**src/rtl/pwm_pkg.sv**
```systemverilog
// Shared state encoding and default constants for the PWM duty-ramp controller slice.
package pwm_pkg;

  typedef enum logic [2:0] {
    IDLE  = 3'd0,
    ALIGN = 3'd1,
    STEP  = 3'd2,
    DWELL = 3'd3,
    DONE  = 3'd4
  } pwm_state_e;

  localparam int PWM_PERIOD     = 10;
  localparam int PWM_DUTY_MAX   = 10;
  localparam int PWM_DUTY_RESET = 5;

endpackage

```
**src/rtl/pwm_period_tick.sv**
```systemverilog
// Free-running modulo-PERIOD counter; tick marks the last count of each PWM period.
module pwm_period_tick
  import pwm_pkg::*;
#(
  parameter int PERIOD = PWM_PERIOD
) (
  input  logic clk,
  input  logic reset,
  output logic tick
);

  localparam int            CW   = (PERIOD > 1) ? $clog2(PERIOD) : 1;
  localparam logic [CW-1:0] LAST = CW'(PERIOD - 1);

  logic [CW-1:0] cnt_r;

  // Period phase counter, wraps after LAST
  always_ff @(posedge clk) begin
    if (reset) begin
      cnt_r <= {CW{1'b0}};
    end else if (cnt_r == LAST) begin
      cnt_r <= {CW{1'b0}};
    end else begin
      cnt_r <= cnt_r + 1'b1;
    end
  end

  assign tick = (cnt_r == LAST);

endmodule

```
**src/rtl/pwm_ramp_ctrl.sv**
```systemverilog
// Walks pwm_generator's duty toward a requested target, one step per STEP_DIV periods.
// Define PWM_RAMP_RETARGET_EN to accept a new target while a ramp is aligning or dwelling.
module pwm_ramp_ctrl
  import pwm_pkg::*;
#(
  parameter int PERIOD     = PWM_PERIOD,
  parameter int DUTY_MAX   = PWM_DUTY_MAX,
  parameter int DUTY_RESET = PWM_DUTY_RESET,
  parameter int STEP_DIV   = 2,
  parameter int DW         = 4
) (
  input  logic          clk,
  input  logic          reset,
  input  logic          tgt_valid,
  output logic          tgt_ready,
  input  logic [DW-1:0] tgt_duty,
  output logic          increase_duty,
  output logic          decrease_duty,
  output logic          pwm_reset,
  output logic [DW-1:0] cur_duty,
  output logic          busy,
  output logic          done,
  output logic          clamped
);

`ifdef PWM_RAMP_RETARGET_EN
  localparam logic RETARGET = 1'b1;
`else
  localparam logic RETARGET = 1'b0;
`endif

  localparam int            SW         = $clog2(STEP_DIV + 1);
  localparam logic [DW-1:0] DMAX       = DW'(DUTY_MAX);
  localparam logic [DW-1:0] DRST       = DW'(DUTY_RESET);
  localparam logic [SW-1:0] DWELL_LAST = SW'(STEP_DIV - 1);

  pwm_state_e    state_r;
  logic [DW-1:0] cur_r, tgt_r, req_s, eff_tgt_s;
  logic [SW-1:0] dwell_r;
  logic          tick_s, xfer_s, over_s, hit_s, up_s;
  logic          inc_r, dec_r, done_r, clamped_r, busy_r, ready_r, pwm_reset_r, rst_d_r;

  pwm_period_tick #(.PERIOD(PERIOD)) u_period_tick (
    .clk   (clk),
    .reset (reset),
    .tick  (tick_s)
  );

  // Handshake decode; a fresh transfer overrides the latched target for this edge
  always_comb begin
    xfer_s    = tgt_valid && ready_r;
    over_s    = (tgt_duty > DMAX);
    req_s     = over_s ? DMAX : tgt_duty;
    hit_s     = xfer_s && (req_s == cur_r);
    eff_tgt_s = xfer_s ? req_s : tgt_r;
    up_s      = (eff_tgt_s > cur_r);
  end

  // Ramp FSM with all outputs registered
  always_ff @(posedge clk) begin
    if (reset) begin
      state_r     <= IDLE;
      cur_r       <= DRST;
      tgt_r       <= DRST;
      dwell_r     <= {SW{1'b0}};
      inc_r       <= 1'b0;
      dec_r       <= 1'b0;
      done_r      <= 1'b0;
      clamped_r   <= 1'b0;
      busy_r      <= 1'b0;
      ready_r     <= 1'b0;
      pwm_reset_r <= 1'b1;
      rst_d_r     <= 1'b1;
    end else begin
      // generator reset is stretched one cycle past the release
      rst_d_r     <= 1'b0;
      pwm_reset_r <= rst_d_r;
      inc_r       <= 1'b0;
      dec_r       <= 1'b0;
      done_r      <= 1'b0;
      clamped_r   <= xfer_s && over_s;
      if (xfer_s) begin
        tgt_r <= req_s;
      end else begin
        tgt_r <= tgt_r;
      end
      case (state_r)
        IDLE, ALIGN, DWELL: begin
          if (hit_s) begin
            state_r <= DONE;
            done_r  <= 1'b1;
            busy_r  <= 1'b1;
            ready_r <= 1'b0;
          end else if ((state_r == IDLE) && xfer_s) begin
            state_r <= ALIGN;
            busy_r  <= 1'b1;
            ready_r <= RETARGET;
          end else if (tick_s && ((state_r == ALIGN) ||
                                  ((state_r == DWELL) && (dwell_r == DWELL_LAST)))) begin
            state_r <= STEP;
            inc_r   <= up_s;
            dec_r   <= !up_s;
            cur_r   <= up_s ? (cur_r + 1'b1) : (cur_r - 1'b1);
            busy_r  <= 1'b1;
            ready_r <= 1'b0;
          end else if ((state_r == DWELL) && tick_s) begin
            dwell_r <= dwell_r + 1'b1;
          end else if (state_r == IDLE) begin
            busy_r  <= 1'b0;
            ready_r <= 1'b1;
          end else begin
            state_r <= state_r;
          end
        end
        STEP: begin
          busy_r <= 1'b1;
          if (cur_r == tgt_r) begin
            state_r <= DONE;
            done_r  <= 1'b1;
            ready_r <= 1'b0;
          end else begin
            state_r <= DWELL;
            dwell_r <= {SW{1'b0}};
            ready_r <= RETARGET;
          end
        end
        DONE: begin
          state_r <= IDLE;
          busy_r  <= 1'b0;
          ready_r <= 1'b1;
        end
        default: begin
          state_r <= IDLE;
          busy_r  <= 1'b0;
          ready_r <= 1'b1;
        end
      endcase
    end
  end

  assign tgt_ready     = ready_r;
  assign increase_duty = inc_r;
  assign decrease_duty = dec_r;
  assign pwm_reset     = pwm_reset_r;
  assign cur_duty      = cur_r;
  assign busy          = busy_r;
  assign done          = done_r;
  assign clamped       = clamped_r;

endmodule

```
**config.mk**
```make
export PLATFORM = sky130hd
export DESIGN_NAME = pwm_ramp_ctrl
export DESIGN_NICKNAME = d
export VERILOG_FILES = /design/src/rtl/pwm_pkg.sv /design/src/rtl/pwm_period_tick.sv /design/src/rtl/pwm_ramp_ctrl.sv
export SDC_FILE = /design/constraint.sdc
export NUM_CORES = 1
export LEC_CHECK = 0
export CAP_MARGIN = 20
export CORE_MARGIN = 2
export CORE_UTILIZATION = 58
export CTS_BUF_LIST = sky130_fd_sc_hd__clkbuf_16
export CTS_CLUSTER_DIAMETER = 50
export CTS_CLUSTER_SIZE = 30
export DETAILED_ROUTE_END_ITERATION = 10
export PLACE_DENSITY = 0.83
export SLEW_MARGIN = 20
export SYNTH_ARGS = -nofsm -noshare
export SYNTH_HDL_FRONTEND = slang
export SYNTH_SLANG_ARGS = --single-unit
```
**constraint.sdc**
```tcl
create_clock -name clk -period 4.8 [get_ports clk]
set_clock_uncertainty 0.05 [all_clocks]
set_input_delay 0.72 -clock clk [delete_from_list [all_inputs] [get_ports clk]]
set_output_delay 0.72 -clock clk [all_outputs]
set_load 0.005 [all_outputs]
```
==> run_results.csv, run 1 <==
group,metric,value,unit
run_status,status,"finished, final reports clean",
floorplanning,rows,17,
floorplanning,die_h,52.7,um
worst_hold_path,min_path_type,"register to register",
timing,finalSetupTns,0,ns
worst_setup_path,cp_slowest_cell,"clkdlybuf4s50_1",
grt,gr-usage-met1,28.4,%
placed_design,placed_area,1570,um2
drt,dr.pass1.iters,4,
worst_setup_path,arrival,3.96,ns
placed_design,gp_congestion,0.926,
placed_design,pre_cts_slack,0.782,ns
grt,grt-ovfl-total,0,
drt,initialDrtViolationCount,31,
worst_setup_path,required,4.93,ns
grt,grt_pass1_vias,1211,
grt,grtUsageTotal,24.5,%
cells_and_area,design_area,1650,um2
drt,viasPerCell,5.96,
grt,antenna_found_initial,0,
worst_setup_path,path_cells,"clkdlybuf4s50_1 > nand2_1 > o21ai_0 > ha_1 > a211oi_1 > nand2_1 > nand2_1 > ha_1 > a21oi_1 > and2_1 > o211ai_1 > a2111o_1 > o211ai_1",
drt,totalWireLength,2910,um
synthesis,ys.flop_type,"dfxtp_1",
worst_hold_path,hold_path_depth,1,
clock_tree,cts-root-buf,"clkbuf_16",
grt,grt_max_degree,28,
worst_setup_path,r2r_end,"cur_duty[3]",
timing,fin_hold_ws,0.359,ns
synthesis,syn_nets,174,
clock_tree,clk_latency,0.26,ns
synthesis,syn_inst,157,
floorplanning,dieArea,2780,um2
timing,slew_headroom,41.6,%
power_and_ir_drop,vdd_ir_drop_max,0.000285,V
synthesis,synth-edff-count,0,
grt,grt.busiest_layer,"met2",
synthesis,async_flop_share,0,%
clock_tree,post_cts_resized,0,
worst_setup_path,reg2reg_from,"tgt_ready",
synthesis,syn_area,1380,um2
worst_setup_path,slowest_delay,0.48,ns
synthesis,postSynthAreaPerCell,8.77,um2
synthesis,yosysSeqAreaShare,36.4,%
grt,use_met3,5.14,%
timing,rsz0062_at_grt,"false",
worst_hold_path,hold_end,"pwm_reset",
clock_tree,cts_buffers,3,
clock_tree,cts_tree,"done",
worst_setup_path,ff2ff_path_depth,12,
drt,dr_total_vias,1204,
drt,drc_errors,0,
timing,fmax,261,MHz
timing,min_period_over_period,79.7,%
floorplanning,coreArea,2230,um2
grt,grtUsageMet2,42.1,%
timing,hold_viol,0,
cells_and_area,drive_gt1_share,7.47,%
worst_setup_path,crit_top_cell,"nand2_1",
power_and_ir_drop,p_leak,0.634,nW
cells_and_area,diodes,0,
clock_tree,clock_sinks,25,
cells_and_area,fin_nets,192,
worst_setup_path,cp_max_fo,11,
floorplanning,start_util,61.6,%
synthesis,synth_cell_type_count,43,
power_and_ir_drop,p_per_area,426,nW/um2
grt,grt_pass1_wl,5040,um
clock_tree,clk_pin_slew,0.06,ns
placed_design,hpwl,2060,um
worst_setup_path,end_kind,"register",
clock_tree,clockBufferDepth,2,
floorplanning,ios,18,
timing,worst_slew_pin_slew,0.874,ns
timing,setup_viol,0,
cells_and_area,area_growth,19.7,%
drt,routedWlPerCell,14.4,um
timing,post-route-min-period,3.83,ns
synthesis,ys_ff_latch,25,
floorplanning,fp.dieW,52.7,um
job,max-cap-violations,0,
worst_hold_path,worstHoldStart,"rst_d_r",
clock_tree,post-cts-setup-buffer-count,0,
placed_design,io_buffers,17,
clock_tree,cts.htree.levels,1,
worst_setup_path,r2r_setup_slack,1.55,ns
timing,fin_ws,0.974,ns
worst_setup_path,start_kind,"input port",
clock_tree,hold_buffers,0,
drt,ant_nets,0,
synthesis,yosys_warnings,0,
worst_setup_path,crit_type,"input port to register",
cells_and_area,fillers,158,
timing,slew_viol_final,0,
sequential cells by signal, indices dropped and copies added, names as in the netlist:
register / cells
cur_duty: 4
tgt_r: 4
u_period_tick.cnt_r: 4
state_r: 3
dwell_r: 2
busy: 1
clamped: 1
decrease_duty: 1
done: 1
increase_duty: 1
pwm_reset: 1
rst_d_r: 1
tgt_ready: 1
report_power, final:
part	total (mW)	internal, mW	switching [mW]
sequential	0.257	0.234	0.0230
clock	0.188	0.113	0.0745
combinational	0.257	0.120	0.137
total	0.702	0.467	0.235
critical path, delay by kind of cell:
kind,cells,cell delay [ns]
AND/OR/NAND/NOR,4,0.69
AO/OA/AOI/OAI,6,1.44
adder cells (fa/ha/maj),2,0.63
buffers and inverters,1,0.48
final cells by class:
type                       instances  area [um2]  share of cell area [%]
inverter                           6        22.5                    1.37
tap                               28        35.0                    2.13
multi-input combinational        122         837                    50.8
clock buffer                       3        75.1                    4.56
timing repair buffer              17         170                    10.3
sequential                        25         500                    30.4
clock inverter                     1        7.51                   0.456
cell usage after synthesis (all sizes together) (2+ instances only):
master,count,area (um2)
nor3b,2,15.0
nand2,14,52.6
nor2,17,63.8
nand4b,2,17.5
inv,6,22.5
dfxtp,25,500
a211oi,2,15.0
a31oi,3,18.8
nand2b,7,43.8
and2,3,21.3
ha,9,113
mux2,2,22.5
o21ai,5,25.0
xor2,6,52.6
mux2i,3,30.0
or2,4,25.0
o211ai,3,22.5
clkbuf,3,11.3
nand3b,2,15.0
nor3,4,25.0
nor2b,3,18.8
or4,2,15.0
nor4,3,18.8
xnor2,3,26.3
a21oi,8,40.0
worst max-delay path by stage:
stage / from / endpoint / slack [ns] / cells after the start
6_report: tgt_valid / cur_duty[3] / 0.97 / 13
3_5_place_dp: tgt_valid / cur_duty[3] / 0.78 / 13
2_1_floorplan: tgt_valid / cur_duty[3] / 1.37 / 13
3_3_place_gp: tgt_valid / cur_duty[3] / 0.92 / 13
4_1_cts: tgt_valid / cur_duty[3] / 1.01 / 13
5_1_grt: tgt_valid / cur_duty[3] / 0.73 / 13
through the flow:
| step | total power, mW | util, % | cells |
|---|---|---|---|
| after floorplan | 0.448 | - | 157 |
| after global placement | 0.503 | 70.1 | 198 |
| after detailed placement | 0.514 | 70.1 | 198 |
| after CTS | 0.702 | 73.8 | 202 |
| after global routing | 0.752 | 73.8 | 202 |
| final | 0.702 | 73.8 | 202 |
cells by family (layout without fill, tap and decap cells):
| logic type | count (synthesis) | in the layout | share of synthesized area [%] |
|---|---|---|---|
| AOI/OAI and AO/OA | 30 | 30 | 14.9 |
| xor gates and xnor gates | 9 | 9 | 5.73 |
| adders and majority gates | 10 | 10 | 9.64 |
| buffers and inverters | 10 | 27 | 2.82 |
| DFF | 25 | 25 | 36.4 |
| muxes | 5 | 5 | 3.82 |
| and+or+nand+nor | 68 | 68 | 26.7 |
routing by layer:
layer	part of all wire [%]	wire length, um	vias up
met2	50	1450	25
met4	2.1	60	0
li1	-	-	596
met5	0	0	-
met3	3.6	104	9
met1	45	1300	574
cell usage in the layout (no fill, tap or decap), types with 2 or more instances in the layout:
master / synthesis / final
a211oi_1: 2 / 2
a21oi_1: 8 / 8
a31oi_1: 3 / 3
and2_1: 2 / 2
clkbuf_16: 0 / 3
clkdlybuf4s50_1: 0 / 17
dfxtp_1: 25 / 25
ha_1: 9 / 9
inv_1: 6 / 6
mux2_2: 2 / 2
mux2i_1: 3 / 3
nand2_1: 14 / 14
nand2b_1: 7 / 7
nand3b_1: 2 / 2
nand4b_1: 2 / 2
nor2_1: 17 / 17
nor2b_1: 3 / 3
nor3_1: 3 / 3
nor3b_1: 2 / 2
nor4_1: 3 / 3
o211ai_1: 3 / 3
o21ai_0: 5 / 5
or2_2: 4 / 4
or4_1: 2 / 2
xnor2_1: 3 / 3
xor2_1: 6 / 6
No activity file was read; power rests on OpenSTA's default activity.
==> run 2, diff against run 1 <==
--- a/config.mk
+++ b/config.mk
@@ -7,12 +7,12 @@
 export LEC_CHECK = 0
 export CAP_MARGIN = 20
 export CORE_MARGIN = 2
-export CORE_UTILIZATION = 58
+export CORE_UTILIZATION = 54
 export CTS_BUF_LIST = sky130_fd_sc_hd__clkbuf_16
 export CTS_CLUSTER_DIAMETER = 50
 export CTS_CLUSTER_SIZE = 30
 export DETAILED_ROUTE_END_ITERATION = 10
-export PLACE_DENSITY = 0.83
+export PLACE_DENSITY = 0.78
 export SLEW_MARGIN = 20
 export SYNTH_ARGS = -nofsm -noshare
 export SYNTH_HDL_FRONTEND = slang
==> constraint.sdc (replaced) <==
create_clock -name clk -period 3.6 [get_ports clk]
set_clock_uncertainty 0.05 [all_clocks]
set_input_delay 0.54 -clock clk [delete_from_list [all_inputs] [get_ports clk]]
set_output_delay 0.54 -clock clk [all_outputs]
set_load 0.005 [all_outputs]
==> run 2 against run 1 <==
Die area is 6.8% higher. Sequential share of layout area is 1.0 points lower. Design area is 3.5% higher. Sequential power is 35% higher. Highest routed layer unchanged. Combinational power is 50% higher. Non-clock buffer count is 7 higher. Setup slack worse by 0.79 ns. Largest cell class unchanged. Clock power is 34% higher.
==> run_results.csv, run 2 (synthesis results as in run 1) <==
group,metric,value,unit
run_status,status,"finished, final reports clean",
cells_and_area,final_cell_mix,"dfxtp_1, nor2_1, clkdlybuf4s50_1",
timing,fin_hold_ws,0.364,ns
power_and_ir_drop,vdd_ir_drop_max,0.000449,V
worst_setup_path,slowest_delay,0.43,ns
clock_tree,clk_pin_slew,0.06,ns
floorplanning,coreArea,2450,um2
placed_design,hpwl,2220,um
cells_and_area,final_cell_count_no_fill,211,
worst_setup_path,cp_max_fo,9,
power_and_ir_drop,p_leak,0.668,nW
placed_design,gp_congestion,0.875,
floorplanning,start_util,56.1,%
worst_hold_path,hold_end,"pwm_reset",
drt,totalWireLength,2990,um
placed_design,io_buffers,17,
placed_design,placed_area,1620,um2
placed_design,placed_cells,207,
clock_tree,cts-root-buf,"clkbuf_16",
cells_and_area,layout_commonest_cell,"dfxtp_1",
worst_setup_path,r2r_end,"cur_duty[3]",
clock_tree,clockBufferDepth,2,
power_and_ir_drop,p_total,0.982,mW
worst_setup_path,required,3.74,ns
timing,slew_headroom,66.3,%
grt,grt_max_degree,17,
cells_and_area,fin_nets,199,
cells_and_area,drive_gt1_share,11.6,%
worst_setup_path,path_cells,"clkdlybuf4s50_1 > nand2_2 > mux2_2 > ha_1 > nor2_1 > a41oi_1 > nand2_1 > ha_1 > a21oi_1 > and2_1 > o211ai_1 > a2111o_1 > o211ai_1",
floorplanning,fp.dieW,54.5,um
worst_setup_path,crit_type,"input port to register",
clock_tree,cts_buffers,3,
drt,dr.pass1.iters,4,
timing,rsz0062_at_grt,"false",
drt,initialDrtViolationCount,16,
job,max-cap-violations,0,
worst_setup_path,r2r_setup_slack,0.55,ns
drt,ant_nets,0,
grt,grt-ovfl-total,0,
worst_hold_path,hold_path_depth,1,
cells_and_area,area_growth,23.9,%
cells_and_area,diodes,0,
clock_tree,cts.htree.levels,1,
drt,routedWlPerCell,14.2,um
timing,fmax,292,MHz
grt,grt_pass1_vias,1158,
timing,min_period_over_period,95.0,%
timing,post-route-min-period,3.42,ns
timing,hold_viol,0,
clock_tree,clock_sinks,25,
timing,slew_viol_final,0,
power_and_ir_drop,p_per_area,576,nW/um2
floorplanning,rows,18,
floorplanning,ios,18,
grt,grt_pass1_wl,4930,um
cells_and_area,postLayoutCoreUtil,69.5,%
worst_setup_path,cp_slowest_cell,"clkdlybuf4s50_1",
worst_setup_path,start_kind,"input port",
worst_setup_path,end_kind,"register",
worst_setup_path,arrival,3.56,ns
floorplanning,dieArea,2970,um2
timing,worst_slew_pin_slew,0.502,ns
clock_tree,post-cts-setup-buffer-count,0,
cells_and_area,design_area,1710,um2
cells_and_area,fillers,207,
grt,antenna_found_initial,0,
grt,grtUsageTotal,23.5,%
drt,viasPerCell,5.74,
floorplanning,die_h,54.5,um
clock_tree,clk_latency,0.26,ns
worst_setup_path,ff2ff_path_depth,12,
drt,drc_errors,0,
worst_hold_path,min_path_type,"register to register",
worst_hold_path,worstHoldStart,"rst_d_r",
clock_tree,cts_tree,"done",
drt,dr_total_vias,1211,
worst_setup_path,reg2reg_from,"tgt_ready",
timing,setup_viol,0,
==> run 2: cell count changes in the layout (fill, tap and decap cells not counted) <==
cell     previous run  this run
buf_4               0         7
nand2_1            14        13
nand2_2             0         1
o21ai_0             5         4
o21ai_1             0         1
==> run 2: worst max path at each step <==
stage	startpoint	cells after the start	end	slack [ns]
finish	tgt_valid	13	cur_duty[3]	0.18
global route	tgt_valid	13	cur_duty[3]	0.02
CTS	tgt_valid	13	cur_duty[3]	0.13
detailed placement	tgt_valid	13	cur_duty[3]	-0.14
global placement	tgt_valid	13	cur_duty[3]	0.00009
floorplan	tgt_valid	13	cur_duty[3]	0.35
==> run 2: repair_timing <==
| item | 4_1_cts | 5_1_grt |
|---|---|---|
| hold buffers | 0 | 0 |
| resized for setup | 0 | 2 |
| setup endpoints to repair | 0 | 1 |
==> run 2: layer usage <==
metal	wire length (um)	up-vias	track usage, %
li1	-	613	-
met1	1400	570	29.2
met2	1440	20	37.6
met3	72	8	4.92
met4	72	0	12.9
met5	0	-	0
==> run 2: area by class of cell <==
class	count	area, um2	share of cell area (%)
multi-input combinational	122	840	49.2
sequential	25	500	29.3
timing repair buffer	24	223	13.1
clock buffer	3	75.1	4.40
tap	30	37.5	2.20
inverter	6	22.5	1.32
clock inverter	1	7.51	0.440
==> run 2: critical path, delay by kind of cell <==
kind                     cells  cell delay (ns)
multiplexers                 1             0.37
buffers and inverters        1             0.43
adder cells (fa/ha/maj)      2             0.66
AO/OA/AOI/OAI                5             0.98
AND/OR/NAND/NOR              4             0.57
==> run 2: stage by stage <==
stage / setup TNS, ns / worst slack, ns
after CTS: 0 / 0.128
after detailed placement: -0.136 / -0.136
final: 0 / 0.180
after global placement: 0 / 0.0000897
after floorplan: 0 / 0.352
after global routing: 0 / 0.0187
==> run 2: power breakdown <==
group | total (mW) | switching, mW | leakage, nW | internal, mW
sequential | 0.347 | 0.0343 | 0.204 | 0.312
clock | 0.251 | 0.0997 | 0.0371 | 0.151
combinational | 0.385 | 0.191 | 0.427 | 0.194
